## src/rtl/alu_result_stage_if.sv

```systemverilog
// Handshake and status bundle between the execute units, the EX->MEM result stage and the memory/writeback stage.
// The stage connects through "slave"; whoever drives it (pipeline or bench) uses "master".
interface alu_result_stage_if #(
   parameter int DW = 16,
   parameter int RW = 4
);
   logic          in_valid;
   logic          in_ready;
   logic [DW-1:0] in_result;
   logic [RW-1:0] in_dst;
   logic          in_wen;
   logic          in_setf;
   logic          flush;
   logic          out_valid;
   logic          out_ready;
   logic [DW-1:0] out_result;
   logic [RW-1:0] out_dst;
   logic          out_wen;
   logic          flag_z;
   logic          flag_n;
   logic [1:0]    occupancy;

   modport slave (
      input  in_valid, in_result, in_dst, in_wen, in_setf, flush, out_ready,
      output in_ready, out_valid, out_result, out_dst, out_wen, flag_z, flag_n, occupancy
   );

   modport master (
      output in_valid, in_result, in_dst, in_wen, in_setf, flush, out_ready,
      input  in_ready, out_valid, out_result, out_dst, out_wen, flag_z, flag_n, occupancy
   );
endinterface

```

## src/rtl/alu_result_stage.sv

```systemverilog
// EX->MEM result register with a two-entry skid buffer and Z/N flags; 1-cycle accept-to-output latency.
// in_ready is registered and drops only when the skid entry is occupied; flush empties both entries.
module alu_result_stage #(
   parameter int DW = 16,
   parameter int RW = 4
) (
   input  logic               clk,
   input  logic               rst_n,
   alu_result_stage_if.slave  bus
);

   typedef struct packed {
      logic [DW-1:0] result;
      logic [RW-1:0] dst;
      logic          wen;
   } entry_t;

   // Bit 0 is main_valid, bit 1 is skid_valid; 2'b10 is unreachable.
   typedef enum logic [1:0] {
      EMPTY = 2'b00,
      ONE   = 2'b01,
      FULL  = 2'b11
   } state_t;

   state_t     state_q, state_d;
   entry_t     main_q, skid_q, in_entry;
   logic       in_ready_q;
   logic [1:0] occ_q, occ_d;
   logic       flag_z_q, flag_n_q;
   logic       accept, release_main;
   logic       load_main, load_skid, skid_to_main;
   logic       set_flags;

   assign in_entry     = '{result: bus.in_result, dst: bus.in_dst, wen: bus.in_wen};
   assign accept       = bus.in_valid & in_ready_q;
   assign release_main = state_q[0] & bus.out_ready;
   assign set_flags    = accept & bus.in_setf & ~bus.flush;

   always_comb begin
      state_d      = state_q;
      load_main    = 1'b0;
      load_skid    = 1'b0;
      skid_to_main = 1'b0;
      occ_d        = 2'd0;
      unique case (state_q)
         EMPTY: begin
            if (accept) begin
               state_d   = ONE;
               load_main = 1'b1;
            end
         end
         ONE: begin
            if (accept && release_main) begin
               load_main = 1'b1;
            end else if (accept) begin
               state_d   = FULL;
               load_skid = 1'b1;
            end else if (release_main) begin
               state_d   = EMPTY;
            end
         end
         FULL: begin
            if (release_main) begin
               state_d      = ONE;
               skid_to_main = 1'b1;
            end
         end
         default: state_d = EMPTY;
      endcase
      // Flush drops the same-cycle accept; a same-cycle release has already been taken downstream.
      if (bus.flush) begin
         state_d      = EMPTY;
         load_main    = 1'b0;
         load_skid    = 1'b0;
         skid_to_main = 1'b0;
      end
      case (state_d)
         ONE:     occ_d = 2'd1;
         FULL:    occ_d = 2'd2;
         default: occ_d = 2'd0;
      endcase
   end

   always_ff @(posedge clk) begin
      if (!rst_n) begin
         state_q    <= EMPTY;
         main_q     <= '0;
         skid_q     <= '0;
         in_ready_q <= 1'b1;
         occ_q      <= 2'd0;
         flag_z_q   <= 1'b0;
         flag_n_q   <= 1'b0;
      end else begin
         state_q    <= state_d;
         in_ready_q <= (state_d != FULL);
         occ_q      <= occ_d;
         if (load_main) begin
            main_q <= in_entry;
         end else if (skid_to_main) begin
            main_q <= skid_q;
         end
         if (load_skid) begin
            skid_q <= in_entry;
         end
         if (set_flags) begin
            flag_z_q <= (bus.in_result == '0);
            flag_n_q <= bus.in_result[DW-1];
         end
      end
   end

   assign bus.in_ready   = in_ready_q;
   assign bus.out_valid  = state_q[0];
   assign bus.out_result = main_q.result;
   assign bus.out_dst    = main_q.dst;
   assign bus.out_wen    = main_q.wen & state_q[0];
   assign bus.flag_z     = flag_z_q;
   assign bus.flag_n     = flag_n_q;
   assign bus.occupancy  = occ_q;

endmodule

```

## src/flat_wrapper.sv

```systemverilog
// flat-port wrapper written by rule: the top's interface ports become plain ports
module alu_result_stage_flat 
#(
   parameter int DW = 16,
   parameter int RW = 4
)
  (clk, rst_n, bus_in_valid, bus_in_result, bus_in_dst, bus_in_wen, bus_in_setf, bus_flush, bus_out_ready, bus_in_ready, bus_out_valid, bus_out_result, bus_out_dst, bus_out_wen, bus_flag_z, bus_flag_n, bus_occupancy);
  alu_result_stage_if #(.DW(DW), .RW(RW)) bus_i ();
  input  logic clk;
  input  logic rst_n;
  input wire logic [$bits(bus_i.in_valid)-1:0] bus_in_valid;
  input wire logic [$bits(bus_i.in_result)-1:0] bus_in_result;
  input wire logic [$bits(bus_i.in_dst)-1:0] bus_in_dst;
  input wire logic [$bits(bus_i.in_wen)-1:0] bus_in_wen;
  input wire logic [$bits(bus_i.in_setf)-1:0] bus_in_setf;
  input wire logic [$bits(bus_i.flush)-1:0] bus_flush;
  input wire logic [$bits(bus_i.out_ready)-1:0] bus_out_ready;
  output wire logic [$bits(bus_i.in_ready)-1:0] bus_in_ready;
  output wire logic [$bits(bus_i.out_valid)-1:0] bus_out_valid;
  output wire logic [$bits(bus_i.out_result)-1:0] bus_out_result;
  output wire logic [$bits(bus_i.out_dst)-1:0] bus_out_dst;
  output wire logic [$bits(bus_i.out_wen)-1:0] bus_out_wen;
  output wire logic [$bits(bus_i.flag_z)-1:0] bus_flag_z;
  output wire logic [$bits(bus_i.flag_n)-1:0] bus_flag_n;
  output wire logic [$bits(bus_i.occupancy)-1:0] bus_occupancy;
  assign bus_i.in_valid = bus_in_valid;
  assign bus_i.in_result = bus_in_result;
  assign bus_i.in_dst = bus_in_dst;
  assign bus_i.in_wen = bus_in_wen;
  assign bus_i.in_setf = bus_in_setf;
  assign bus_i.flush = bus_flush;
  assign bus_i.out_ready = bus_out_ready;
  assign bus_in_ready = bus_i.in_ready;
  assign bus_out_valid = bus_i.out_valid;
  assign bus_out_result = bus_i.out_result;
  assign bus_out_dst = bus_i.out_dst;
  assign bus_out_wen = bus_i.out_wen;
  assign bus_flag_z = bus_i.flag_z;
  assign bus_flag_n = bus_i.flag_n;
  assign bus_occupancy = bus_i.occupancy;
  alu_result_stage #(.DW(DW), .RW(RW)) u_core (.clk(clk), .rst_n(rst_n), .bus(bus_i));
endmodule
```

## config.mk

```make
export PLATFORM = sky130hd
export DESIGN_NAME = alu_result_stage_flat
export DESIGN_NICKNAME = d
export VERILOG_FILES = /design/src/rtl/alu_result_stage_if.sv /design/src/rtl/alu_result_stage.sv /design/src/flat_wrapper.sv
export SDC_FILE = /design/constraint.sdc
export NUM_CORES = 1
export LEC_CHECK = 0
export BUFFER_PORTS_ARGS = -buffer_cell sky130_fd_sc_hd__buf_2
export CORE_MARGIN = 2
export CORE_UTILIZATION = 26
export CTS_CLUSTER_DIAMETER = 120
export DETAILED_ROUTE_END_ITERATION = 10
export GPL_ROUTABILITY_DRIVEN = 0
export HOLD_SLACK_MARGIN = 0.03
export SLEW_MARGIN = 20
export SYNTH_ARGS = -nofsm -noshare
export SYNTH_HDL_FRONTEND = slang
export SYNTH_SLANG_ARGS = --single-unit
```

## constraint.sdc

```tcl
create_clock -name clk -period 1.75 [get_ports clk]
set_input_delay 0.0875 -clock clk [delete_from_list [all_inputs] [get_ports clk]]
set_output_delay 0.0875 -clock clk [all_outputs]
set_load 0.005 [all_outputs]
```

==> impl_metrics.py <==
metrics = {
    "detailed_routing": {
        "drt_iter0_drc": 90,
        "routed_via_density": 4.53,
        "drtAntennaViolNets": 0,
        "wl_per_cell_um": 13.1,
        "dr.pass1.iters": 4,
        "drt_wl_total_um": 5170,
        "drc_errors": 0,
        "vias": 1788,
    },
    "global_route": {
        "grt_pass1_wl_um": 8440,
        "overflow": 0,
        "grt.busiest_layer": "met2",
        "use_met2": 0.184,
        "antenna_found_initial": 0,
        "grt_util_met3": 0.0411,
        "grt_pass1_vias": 1689,
        "grt_max_degree": 25,
        "grt_use_total": 0.121,
        "grt_use_met1": 0.160,
    },
    "timing": {
        "max_slew_margin": 0.658,
        "tightest_slew_ns": 0.512,
        "finalClockSkew_ns": 0.00348,
        "max_freq_mhz": 657,
        "drv_slew": 0,
        "fin_ws_ns": 0.227,
        "tns_ns": 0,
        "setup_violations": 0,
        "rsz0062_at_grt": "no",
        "finalHoldViolCount": 0,
        "finalCriticalPeriod_ns": 1.52,
        "period_share": 0.870,
    },
    "logic_synthesis": {
        "ys_async_sr_fraction": 0,
        "ys_top_cells_by_count": "67 x nand2_1, 49 x dfxtp_1, 31 x a21boi_1",
        "syn_inst": 250,
        "synth.most_common_cell": "nand2_1",
        "synth_ff_type": "dfxtp_1",
        "synth_nets": 277,
        "synth.top_cell.area_share": 0.454,
        "syn_area_mm2": 0.00216,
        "yosysUniqueCellTypes": 32,
        "synth_seq_cells": 49,
        "synth_top_cell_by_area": "dfxtp_1",
        "yosys_warnings": 0,
        "synth_edf_count": 0,
        "syn_area_per_cell_um2": 8.64,
        "ys_seq_area_frac": 0.454,
        "synthTopCellsByArea": "dfxtp_1 45%, nand2_1 12%, a21boi_1 11%, buf_4 7.6%, a22oi_1 4.9%",
    },
    "clock_tree": {
        "cts.sinks": 49,
        "clock_latency_ns": 0.30,
        "cts_resized": 0,
        "htreeDepth": 2,
        "cts_buffers": 5,
        "clk_path_buf_depth": 2,
        "cts_tree": "built",
        "clk_pin_slew_ns": 0.09,
        "cts-root-buf": "clkbuf_8",
    },
    "placement": {
        "pre_cts_ws_ns": 0.257,
        "io_buffer_count": 53,
        "dp_hpwl_um": 3730,
    },
    "floorplanning": {
        "core-area_mm2": 0.00813,
        "die_y_um": 95.2,
        "num_io_pins": 54,
        "die_x_um": 95.2,
        "num_rows": 33,
        "initial_core_util": 0.266,
        "dieArea_mm2": 0.00906,
    },
    "worst_setup_path": {
        "crit_fanout": 21,
        "reg2reg_slack_ns": 0.23,
        "end_kind": "flop",
        "timing.rr.end": "u_core.skid_q[20]",
        "rr_startpoint": "u_core.bus.in_ready",
        "arrival_ns": 1.72,
        "critPathKind": "flop to flop",
        "critPathLaunchType": "flop",
        "required_ns": 1.94,
        "rr_worst_depth": 4,
    },
    "worst_hold_path": {
        "worstHoldStart": "bus_in_result[7]",
        "min_path_cells": 3,
        "worst_hold_path.endpoint": "u_core.skid_q[12]",
        "hold_path_class": "input port to flop",
    },
    "power": {
        "leakage_nw": 0.981,
        "peakVddDrop_mv": 0.322,
        "power_density_mw_per_mm2": 853,
    },
    "job": {
        "maxCapViolCount": 0,
    },
    "run_status": {
        "status": "completed",
    },
    "cells_and_area": {
        "area_delta_synth_final_pct": 18.2,
        "insertedDiodeCount": 0,
        "drive_gt1_frac": 0.252,
        "nets": 317,
    },
}
kinds of logic after synthesis:
| family | after synthesis | synth area share |
|---|---|---|
| and+or+nand+nor | 89 | 0.189 |
| muxes | 2 | 0.00984 |
| DFF | 49 | 0.454 |
| AOI/OAI and AO/OA | 75 | 0.235 |
| buffers and inverters | 35 | 0.112 |
state kept, by name, summed over array words and instances (netlist names):
name / count
u_core.state_q: 2
u_core.bus.out_result: 16
u_core.bus.out_dst: 4
u_core.bus.flag_z: 1
u_core.skid_q: 21
u_core.main_q: 1
u_core.bus.flag_n: 1
u_core.bus.in_ready: 1
u_core.bus.occupancy: 2
placed cells by master, fill, tap and decap left out, types with 2 or more instances in the layout:
| cell | count |
|---|---|
| a21oi_1 | 15 |
| nand2_1 | 67 |
| o21ai_0 | 8 |
| a21boi_0 | 4 |
| nor3_1 | 2 |
| nor2_1 | 3 |
| a21boi_1 | 31 |
| buf_2 | 53 |
| buf_4 | 7 |
| nand2b_1 | 2 |
| dlygate4sd3_1 | 7 |
| dfxtp_1 | 49 |
| clkbuf_8 | 5 |
| a22oi_1 | 14 |
| nor4_1 | 4 |
how the worst max path moves through the flow:
stage / from / endpoint / slack [ns]
floorplan: u_core.state_q[0] / u_core.skid_q[3] / 0.37
global placement: u_core.state_q[1] / u_core.bus.out_result[7] / 0.29
detailed placement: u_core.state_q[1] / u_core.bus.out_result[15] / 0.26
CTS: u_core.state_q[1] / u_core.bus.out_result[15] / 0.24
global route: u_core.state_q[1] / u_core.bus.out_result[8] / 0.12
finish: u_core.bus.in_ready / u_core.skid_q[20] / 0.23
area by class of cell:
class / instances / area (um^2)
flip-flops and latches: 49 / 981
multi-input cells: 166 / 946
repair buffers: 67 / 388
clock inverters: 2 / 35.0
clock buffers: 5 / 68.8
fillers: 881 / 5580
inverters: 1 / 3.75
well taps: 105 / 131
worst max-delay path, cell delays in order, from the launching register on:
cell      delay, ns
dfxtp_1        0.39
nand2_1        0.17
or4_4          0.66
nand2_1        0.11
a21boi_0       0.07
metal layers:
metal,share of wire,vias to the layer above
li1,-,916
met1,0.47,815
met2,0.44,50
met3,0.074,7
met4,0.011,0
met5,0,-
stage by stage:
step	utilization	total power, mW	hold slack (ns)	instance area [um^2]	cells
floorplan	-	1.33	0.222	2160	250
global placement	0.293	1.40	0.342	2380	381
detailed placement	0.293	1.40	0.347	2380	381
CTS	0.314	2.21	0.0302	2550	395
global route	0.314	2.27	0.0350	2550	395
finish	0.314	2.18	0.0355	2550	395
report_power, final:
group          internal (mW)  switching [mW]
clock                  0.416           0.376
sequential              1.15          0.0178
combinational          0.108           0.111
what timing repair did:
action | in CTS | in global routing
endpoints found under the hold margin | 7 | 0
hold buffers | 7 | 0
buffers inserted | 0 | 0
Note: power is estimated with default switching activity, not from simulation.
